$ cat src/rtl/udt_socket_pkg.sv
// Shared UDT socket definitions: state codes written to the socket state register
// and the encoding of the state-write arbiter FSM.
package udt_socket_pkg;

  localparam logic [31:0] UDT_ST_CONNECTED = 32'h0000_0010;
  localparam logic [31:0] UDT_ST_CLOSED    = 32'h0000_1000;

  typedef enum logic [1:0] {
    S_IDLE = 2'd0,
    S_SEND = 2'd1,
    S_ACK  = 2'd2
  } udt_arb_state_e;

endpackage

$ cat src/rtl/udt_rr_pick.sv
// Combinational round-robin picker: returns the first asserted request at or after
// the pointer, wrapping from N_REQ-1 back to 0. Wrap is at N_REQ, not 2^IDX_W.
module udt_rr_pick #(
  parameter int unsigned N_REQ = 4,
  parameter int unsigned IDX_W = 2
) (
  input  logic [N_REQ-1:0] req_i,
  input  logic [IDX_W-1:0] ptr_i,
  output logic             any_req_o,
  output logic [IDX_W-1:0] grant_o
);

  logic             hit_hi;
  logic             hit_lo;
  logic [IDX_W-1:0] g_hi;
  logic [IDX_W-1:0] g_lo;

  // Lowest request at/above the pointer wins; otherwise wrap to the lowest request overall.
  always_comb begin
    hit_hi = 1'b0;
    hit_lo = 1'b0;
    g_hi   = '0;
    g_lo   = '0;
    for (int unsigned i = 0; i < N_REQ; i++) begin
      if (req_i[i] && !hit_lo) begin
        hit_lo = 1'b1;
        g_lo   = IDX_W'(i);
      end
      if (req_i[i] && (i >= 32'(ptr_i)) && !hit_hi) begin
        hit_hi = 1'b1;
        g_hi   = IDX_W'(i);
      end
    end
    any_req_o = hit_lo;
    grant_o   = hit_hi ? g_hi : g_lo;
  end

endmodule

$ cat src/rtl/udt_state_arbiter.sv
// Round-robin arbiter sharing one UDT state-register write channel among N_REQ
// socket controllers. One write in flight; all handshake outputs registered.
// Optional SEND watchdog enabled by defining UDT_STATE_ARB_TIMEOUT_EN.
module udt_state_arbiter
  import udt_socket_pkg::*;
#(
  parameter int unsigned N_REQ       = 4,
  parameter int unsigned DATA_W      = 32,
  parameter int unsigned IDX_W       = 2,
  parameter int unsigned TIMEOUT_CYC = 1024
) (
  input  logic                    core_clk,
  input  logic                    core_rst_n,
  input  logic [N_REQ-1:0]        req_valid,
  input  logic [N_REQ*DATA_W-1:0] req_state,
  output logic [N_REQ-1:0]        req_ready,
  output logic                    out_valid,
  output logic [DATA_W-1:0]       out_state,
  output logic [IDX_W-1:0]        out_src,
  input  logic                    out_ready,
  output logic                    busy,
  output logic                    err_timeout
);

  udt_arb_state_e    state_q, state_d;
  logic [N_REQ-1:0]  ready_q, ready_d;
  logic              valid_q, valid_d;
  logic [DATA_W-1:0] data_q, data_d;
  logic [IDX_W-1:0]  src_q, src_d;
  logic [IDX_W-1:0]  ptr_q, ptr_d;

  logic              any_req;
  logic [IDX_W-1:0]  pick_idx;
  logic [DATA_W-1:0] pick_word;
  logic [N_REQ-1:0]  ack_vec;

`ifdef UDT_STATE_ARB_TIMEOUT_EN
  localparam int unsigned WD_W = (TIMEOUT_CYC > 2) ? $clog2(TIMEOUT_CYC) : 1;
  logic [WD_W-1:0] wdog_q, wdog_d;
  logic            err_q, err_d;
`else
  logic unused_timeout_cfg;
  assign unused_timeout_cfg = (TIMEOUT_CYC == 0);
`endif

  udt_rr_pick #(
    .N_REQ(N_REQ),
    .IDX_W(IDX_W)
  ) u_pick (
    .req_i    (req_valid),
    .ptr_i    (ptr_q),
    .any_req_o(any_req),
    .grant_o  (pick_idx)
  );

  // Select the winning requester's word and build the one-hot ack for the owner.
  always_comb begin
    pick_word = '0;
    ack_vec   = '0;
    for (int unsigned i = 0; i < N_REQ; i++) begin
      if (pick_idx == IDX_W'(i)) pick_word = req_state[i*DATA_W +: DATA_W];
      ack_vec[i] = (src_q == IDX_W'(i));
    end
  end

  // Next-state and registered-output logic for the IDLE/SEND/ACK handshake.
  always_comb begin
    state_d = state_q;
    ready_d = ready_q;
    valid_d = valid_q;
    data_d  = data_q;
    src_d   = src_q;
    ptr_d   = ptr_q;
`ifdef UDT_STATE_ARB_TIMEOUT_EN
    wdog_d  = wdog_q;
    err_d   = 1'b0;
`endif
    case (state_q)
      S_IDLE: begin
        ready_d = '0;
        if (any_req) begin
          data_d  = pick_word;
          src_d   = pick_idx;
          valid_d = 1'b1;
          state_d = S_SEND;
`ifdef UDT_STATE_ARB_TIMEOUT_EN
          wdog_d  = '0;
`endif
        end
      end
      S_SEND: begin
        if (valid_q && out_ready) begin
          valid_d = 1'b0;
          ready_d = ack_vec;
          state_d = S_ACK;
        end
`ifdef UDT_STATE_ARB_TIMEOUT_EN
        // Expiry releases the socket exactly like a normal completion, plus an error pulse.
        else if (wdog_q == WD_W'(TIMEOUT_CYC - 1)) begin
          valid_d = 1'b0;
          ready_d = ack_vec;
          err_d   = 1'b1;
          state_d = S_ACK;
        end else begin
          wdog_d = wdog_q + 1'b1;
        end
`endif
      end
      S_ACK: begin
        ready_d = '0;
        ptr_d   = (src_q == IDX_W'(N_REQ - 1)) ? '0 : src_q + 1'b1;
        state_d = S_IDLE;
      end
      default: begin
        ready_d = '0;
        valid_d = 1'b0;
        state_d = S_IDLE;
      end
    endcase
  end

  // State and output registers; async reset abandons any transfer without an ack.
  always_ff @(posedge core_clk or negedge core_rst_n) begin
    if (!core_rst_n) begin
      state_q <= S_IDLE;
      ready_q <= '0;
      valid_q <= 1'b0;
      data_q  <= '0;
      src_q   <= '0;
      ptr_q   <= '0;
    end else begin
      state_q <= state_d;
      ready_q <= ready_d;
      valid_q <= valid_d;
      data_q  <= data_d;
      src_q   <= src_d;
      ptr_q   <= ptr_d;
    end
  end

`ifdef UDT_STATE_ARB_TIMEOUT_EN
  // SEND watchdog counter and its error pulse.
  always_ff @(posedge core_clk or negedge core_rst_n) begin
    if (!core_rst_n) begin
      wdog_q <= '0;
      err_q  <= 1'b0;
    end else begin
      wdog_q <= wdog_d;
      err_q  <= err_d;
    end
  end
  assign err_timeout = err_q;
`else
  assign err_timeout = 1'b0;
`endif

  assign req_ready = ready_q;
  assign out_valid = valid_q;
  assign out_state = data_q;
  assign out_src   = src_q;
  assign busy      = (state_q != S_IDLE);

endmodule

$ cat config.mk
export PLATFORM = sky130hd
export DESIGN_NAME = udt_state_arbiter
export DESIGN_NICKNAME = d
export VERILOG_FILES = /design/src/rtl/udt_socket_pkg.sv /design/src/rtl/udt_rr_pick.sv /design/src/rtl/udt_state_arbiter.sv
export SDC_FILE = /design/constraint.sdc
export NUM_CORES = 1
export LEC_CHECK = 0
export CAP_MARGIN = 40
export CORE_UTILIZATION = 30
export DETAILED_ROUTE_END_ITERATION = 10
export PLACE_DENSITY = 0.69
export SYNTH_ARGS = -nofsm -noshare
export SYNTH_HDL_FRONTEND = slang
export SYNTH_HIERARCHICAL = 1
export SYNTH_SLANG_ARGS = --single-unit
$ cat constraint.sdc
create_clock -name core_clk -period 3.4 [get_ports core_clk]
set_input_delay 0.68 -clock core_clk [delete_from_list [all_inputs] [get_ports core_clk]]
set_output_delay 0.68 -clock core_clk [all_outputs]
set_load 0.005 [all_outputs]
==> summary.md, run 1 <==
| Metric | Value |
|---|---|
| Status | finished, final reports clean |
| Top cells by area, synth | dfrtp_1 (40%), mux2i_1 (24%), o221ai_1 (8.4%) |
| Post-Route WL | 8400 microns |
| Ratio of cells with drive above 1 in the final layout | 0.0651 |
| Initial core utilization | 0.310 |
| Met2 usage | 0.311 |
| Final Max Tran Viols | 0 |
| Simple-gate share of the synthesized area | 0.0949 |
| RD Place Congestion | approximately 0.8 |
| GRT met3 Usage | 0.0470 |
| CP Max Fanout | 24 |
| Drt drc | 0 |
| Power Dens Cells | 641 mW/mm^2 |
| Final worst path period need | 2.52 ns |
| Worst clock skew | between 0.006 and 0.007 ns |
| Largest family of logic cells by synthesized area | multiplexers |
| Mean Syn Cell Area | 11.2 sq um |
| Startpoint types | input port |
| Row count | 34 |
| Via count | 2,587 |
| Ys Warns | 6 |
| Die area | around 0.0094 sq mm |
| Max-cap violations | 0 |
| Fmax | 397 MHz |
| ANT nets after route | 0 |
| Most common cell after layout, fill and taps aside | clkdlybuf4s50_1 |
| Mux contribution to synthesized area | 0.250 |
| Vias per inst | slightly below 5 |
| Vias in the first global route | 2,681 |
| Endpoints failing hold | 0 |
| HPWL Detailed | 6470 microns |
| Mapped Cells | 241 |
| First-pass GRT wire length | 13,600 microns |
| Clock tree sinks | 43 |
| Clock root buffer | clkbuf_8 |
| H-tree Lvls | 2 |
| Final setup fails | 0 |
| Die Ht | 96.9 microns |
| Global Route Usage Sum | 0.179 |
| Most frequent cells in the layout | clkdlybuf4s50_1 (173), mux2i_1 (65), dfrtp_1 (43) |
| Complex-gate fraction of the synthesized area | 0.144 |
| Worst-margin pin slew | roughly 0.69 ns |
| GRT overflow | 0 |
| CTS Hold Bufs | 0 |
| Hold crit path type | in2async |
| Nets | 553 |
| Port Buffer Count | 174 |
| Largest area contributor in the netlist | dfrtp_1 |
| Largest net degree at the start of global routing | 26 |
| CP Capture Type | flip-flop |
| Busiest grt layer | met2 |
| Synth Area in Adders | 0.0185 |
| Latest clock arrival within the worst-skew pair | 0.29 ns |
| Length of the first detailed-routing pass in iterations | 6 |
| Register area | ~0.0011 sq mm |
| CTS tree | yes |
| Fillers | 798 |
| Post-synth top area share | 0.398 |
| Post-CTS Setup Bufs | 0 |
| Met1 Use GR | 0.224 |
| Setup Total Neg Slack | 0 ns |
| Worst vdd ir | 0.338 mV |
| Slew headroom | 0.539 |
| # resized after CTS | 0 |
| Synth Area in XOR/XNOR | 0 |
| Avg WL per Cell | 16.1 microns |
| Antenna violations before repair | 0 |
| Placed Cells | 515 |
| RSZ-0062 raised after global routing | no |
| Worst Path Required | 3.55 ns |
| Sequential area share after synthesis | 0.398 |
| Area of the multi-input gates | 0.00139 sq mm |
| Total I/O pin count | 176 |
| Total CTS buffers | 5 |
| Final period util | 0.740 |
| Clk slew on worst S/H paths | 0.09 ns |
| Syn Std Cell Area | 0.00270 sq mm |
| Clock buffer depth | 2 |
| Post-synth cell types | 29 |
| Core area | 0.00872 sq mm |
| Final std cells w/o fill | between 500 and 600 |
| Syn_nets | 380 |
| Critical path class | in2reg |
| P_leak | 0.00192 uW |
| Seq cells post-synth | 43 |
| Die width | 96.9 microns |
| Area Overhead vs Synth | 68.4% |
| Ant. Diodes | 0 |
| 1st-iter DRT viols | 53 |
| CP arrival | 2.66 ns |
==> per-stage QoR <==
step	cell area [sq um]	power [uW]	util	worst slack, ns	hold WS [ns]
5_1_grt	4550	3150	0.522	0.723	0.375
3_5_place_dp	4470	2630	0.512	0.533	0.473
2_1_floorplan	2700	1900	-	1.51	0.384
3_3_place_gp	4450	2600	0.510	0.577	0.467
4_1_cts	4550	2970	0.522	0.853	0.353
6_report	4550	2920	0.522	0.883	0.352
==> registers in the layout, summed over array words and instances, names as in the netlist <==
name and count:
out_src 2, ptr_q 2, state_q 2, out_state 32, req_ready 4, out_valid 1
==> synthesized netlist by cell type <==
| cell type | count |
|---|---|
| nor3b_1 | 1 |
| o221ai_1 | 26 |
| nor2_1 | 6 |
| o31ai_1 | 1 |
| dfrtp_1 | 43 |
| nor2b_1 | 1 |
| buf_6 | 2 |
| nand3_1 | 5 |
| a221oi_1 | 1 |
| a211oi_1 | 1 |
| mux2_2 | 1 |
| o221ai_2 | 6 |
| or3b_1 | 1 |
| inv_1 | 5 |
| a21oi_1 | 5 |
| mux2_4 | 1 |
| a311oi_1 | 1 |
| nand2b_1 | 4 |
| mux2i_1 | 65 |
| o22ai_1 | 1 |
| ha_1 | 4 |
| a2bb2oi_1 | 1 |
| conb_1 | 1 |
| buf_8 | 7 |
| buf_2 | 1 |
| clkbuf_8 | 6 |
| buf_4 | 2 |
| nand2_1 | 41 |
| nand3b_1 | 1 |
==> logic make-up after synthesis <==
group                      after synthesis
other                                    1
DFF                                     43
AOI/OAI and AO/OA                       43
buffers and inverters                   23
and+or+nand+nor                         60
adders and majority gates                4
muxes                                   67
==> per-layer routing <==
layer	share of wire	up-vias	wire length [microns]
li1	-	1243	-
met1	0.43	1232	3630
met2	0.49	108	4140
met3	0.067	4	561
met4	0.0068	0	57
met5	0	-	0
==> path summary, 6_finish.rpt <==
path	from	to	slack [ns]	cells after the start
max in group asynchronous	core_rst_n	out_valid$_DFFE_PN0P_	2.53	2
min in group core_clk	out_state[28]$_DFFE_PN0P_	out_state[28]$_DFFE_PN0P_	0.49	2
worst max-delay path	req_valid[1]	out_state[5]$_DFFE_PN0P_	0.88	7
worst min register to register	out_state[28]$_DFFE_PN0P_	out_state[28]$_DFFE_PN0P_	0.49	2
worst max register to register	ptr_q[1]$_DFFE_PN0N_	out_state[5]$_DFFE_PN0P_	1.29	6
worst min-delay path	core_rst_n	out_state[21]$_DFFE_PN0P_	0.35	1
==> area by class of cell <==
type / instances / area share
Timing Repair Buffer: 184 / 0.406
Sequential cell: 43 / 0.236
Multi-Input combinational cell: 175 / 0.305
Clock buffer: 7 / 0.0168
Clock inverter: 1 / 0.00110
Tap cell: 108 / 0.0297
Inverter: 5 / 0.00412
==> critical path: stages <==
cell             delay [ns]
clkdlybuf4s50_1        0.45
nor3b_1                0.21
a211oi_1               0.10
nor2_4                 0.55
buf_12                 0.29
mux2i_1                0.22
o221ai_1               0.14
==> where the power goes <==
part / internal (uW) / switching, uW
Sequential: 750 / 168
Combinational: 973 / 705
Clock: 145 / 176
Note: power is estimated with default switching activity, not from simulation.
==> inputs of run 2 (changes only) <==
--- a/config.mk
+++ b/config.mk
@@ -8,7 +8,7 @@
 export CAP_MARGIN = 40
 export CORE_UTILIZATION = 30
 export DETAILED_ROUTE_END_ITERATION = 10
-export PLACE_DENSITY = 0.69
+export PLACE_DENSITY = 0.71
 export SYNTH_ARGS = -nofsm -noshare
 export SYNTH_HDL_FRONTEND = slang
 export SYNTH_HIERARCHICAL = 1
==> constraint.sdc (replaced) <==
create_clock -name core_clk -period 2.1 [get_ports core_clk]
set_input_delay 0.42 -clock core_clk [delete_from_list [all_inputs] [get_ports core_clk]]
set_output_delay 0.42 -clock core_clk [all_outputs]
set_load 0.005 [all_outputs]
==> run 2 against run 1 <==
  * Critical path depth is 4 lower
  * Sequential power up 62%
  * Die area is the same
  * Register-to-register slack worse by 0.98 ns
  * Clock power is 110% higher
  * Critical path type is now reg2out
  * Critical endpoint is now busy
  * Highest routed layer unchanged
==> summary.md, run 2 (same netlist as run 1, synthesis figures left out) <==
| Metric | Value |
|---|---|
| Post-Route WL | 8470 microns (+0.85%) |
| HPWL Detailed | 6440 microns (-0.37%) |
| Final Max Tran Viols | 0 (unchanged) |
| Worst Path Required | 1.68 ns (-1.87 ns) |
| Max-cap violations | 0 (unchanged) |
| Clock buffer depth | 2 (unchanged) |
| Power Dens Cells | 1070 mW/mm^2 (+67%) |
| Vias per inst | 5.03 (+1.7%) |
| Latest clock arrival within the worst-skew pair | 0.29 ns (about the same) |
| WP depth | 3 (-4) |
| CP peak stage delay | 0.45 ns (-0.10 ns) |
| Buf/Inv on CP | 2 (unchanged) |
| Drt drc | 0 (unchanged) |
| Area Overhead vs Synth | 71.2% |
| Final worst path period need | 1.92 ns |
| Status | finished, final reports clean |
| Most common cell after layout, fill and taps aside | clkdlybuf4s50_1 |
| Row count | 34 (unchanged) |
| Length of the first detailed-routing pass in iterations | 4 (-2) |
| Ratio of cells with drive above 1 in the final layout | 0.0789 (+0.0139) |
| CTS tree | yes |
| GRT overflow | 0 (unchanged) |
| Total CTS buffers | 5 (unchanged) |
| FF-to-FF setup slack | 0.31 ns (-0.98 ns) |
| First-pass GRT wire length | 14,200 microns (+4.1%) |
| 1st-iter DRT viols | 57 (+7.5%) |
| Global Route Usage Sum | 0.184 (+0.00542) |
| Worst vdd ir | 0.448 mV (+33%) |
| Placed Cells | 518 (+0.58%) |
| Most frequent cells in the layout | clkdlybuf4s50_1 (173), mux2i_1 (65), dfrtp_1 (43) |
| Pwr Total | 4950 uW (+70%) |
| Startpoint types | flip-flop |
| Post-CTS Setup Bufs | 0 (unchanged) |
| R2r worst-path depth | 6 (unchanged) |
| Fillers | 781 (-2.1%) |
| Fmax | slightly above 500 MHz |
| RD Place Congestion | 0.754 (-5.8%) |
| Worst path slowest cell | dfrtp_1 |
| Largest net degree at the start of global routing | 44 (+69%) |
| CP Capture Type | output port |
| P_leak | 0.00196 uW (+2.1%) |
| H-tree Lvls | 2 (unchanged) |
| RSZ-0062 raised after global routing | no |
| Antenna violations before repair | 0 (unchanged) |
| CP Max Fanout | 8 (-67%) |
| Clock root buffer | clkbuf_8 |
| CTS Hold Bufs | 0 (unchanged) |
| Clock tree sinks | 43 (unchanged) |
| Critical path class | reg2out |
| Endpoints failing hold | 0 (unchanged) |
| Via count | 2,646 (+2.3%) |
| CP cell instances | nor2_1, inv_1, clkdlybuf4s50_1 |
| Total I/O pin count | 176 (unchanged) |
| Die Ht | 96.9 microns (unchanged) |
| Hold crit path type | in2async |
| Port Buffer Count | 174 (unchanged) |
| Avg WL per Cell | 16.1 microns (+0.27%) |
| ANT nets after route | 0 (unchanged) |
| Ant. Diodes | 0 (unchanged) |
| Die width | 96.9 microns (unchanged) |
| Final setup fails | 0 (unchanged) |
| CP arrival | 1.50 ns (-1.16 ns) |
| Final std cells w/o fill | 526 (+0.57%) |
| CP delay by family, top | buffers and inverters |
| Max reg flops | 32 (unchanged) |
| Die area | 0.00939 sq mm (unchanged) |
| Worst clock skew | 0.00654 ns (+0.000310 ns) |
| Area of the multi-input gates | 0.00140 sq mm (+0.36%) |
| Clk slew on worst S/H paths | 0.09 ns (about the same) |
| Final period util | 0.916 |
| Nets | 556 (+0.54%) |
| Register area | 0.00108 sq mm (unchanged) |
| Final core utilization | 0.531 (+0.00875) |
| Core area | 0.00872 sq mm (unchanged) |
| Vias in the first global route | 2,821 (+5.2%) |
| Initial core utilization | 0.310 (unchanged) |
-- run 2: cell count changes in the layout (fill, tap and decap cells not counted) --
cell	before	now
a211oi_1	1	0
clkbuf_8	5	6
clkbuf_1	2	0
bufinv_16	0	1
buf_12	3	4
a211oi_2	0	1
buf_4	7	9
-- run 2: where the power goes --
part           switching, uW  internal, uW  total [uW]
logic                   1150          1610        2770
registers                279          1210        1490
clock network            301           385         687
-- run 2: final timing paths --
check,start,end
max in group asynchronous,core_rst_n,out_state[31]$_DFFE_PN0P_
worst max register to register,ptr_q[1]$_DFFE_PN0N_,out_state[1]$_DFFE_PN0P_
min in group core_clk,out_state[31]$_DFFE_PN0P_,out_state[31]$_DFFE_PN0P_
worst min register to register,out_state[31]$_DFFE_PN0P_,out_state[31]$_DFFE_PN0P_
worst min-delay path,core_rst_n,req_ready[0]$_DFFE_PN0P_
worst max-delay path,state_q[0]$_DFFE_PN0P_,busy
-- run 2: metrics by stage --
step	cell area, sq um	setup slack (ns)	setup TNS [ns]	hold WS [ns]
6_report	4630	0.175	0	0.0835
5_1_grt	4630	0.0921	0	0.0882
4_1_cts	4620	0.122	0	0.0901
3_5_place_dp	4500	-0.199	-4.03	0.420
3_3_place_gp	4500	-0.168	-2.21	0.423
2_1_floorplan	2700	0.473	0	0.124
-- run 2: worst register-to-register path, delay by kind of cell (launching register included) --
family                 cells  cell delay [ns]
buffers and inverters      1             0.25
AOI/OAI and AO/OA          2             0.21
muxes                      1             0.33
DFF                        1             0.45
and+or+nand+nor            2             0.42
-- run 2: routing by layer --
metal,vias up,global-route usage,wire [microns]
met5,-,0,0
met4,0,0.0413,124
met3,12,0.0520,641
met2,127,0.316,4090
met1,1257,0.230,3610
li1,1250,-,-
-- run 2: layout make-up --
class / count / area share
multi-input combinational: 175 / 0.302
tap: 108 / 0.0292
clock buffer: 6 / 0.0178
timing repair buffer: 187 / 0.407
sequential: 43 / 0.233
clock inverter: 2 / 0.00757
inverter: 5 / 0.00406
-- run 2: timing repair --
item,4_1_cts,5_1_grt
hold endpoints to repair,0,0
gates resized for setup,0,1
endpoints found under the setup margin,0,1
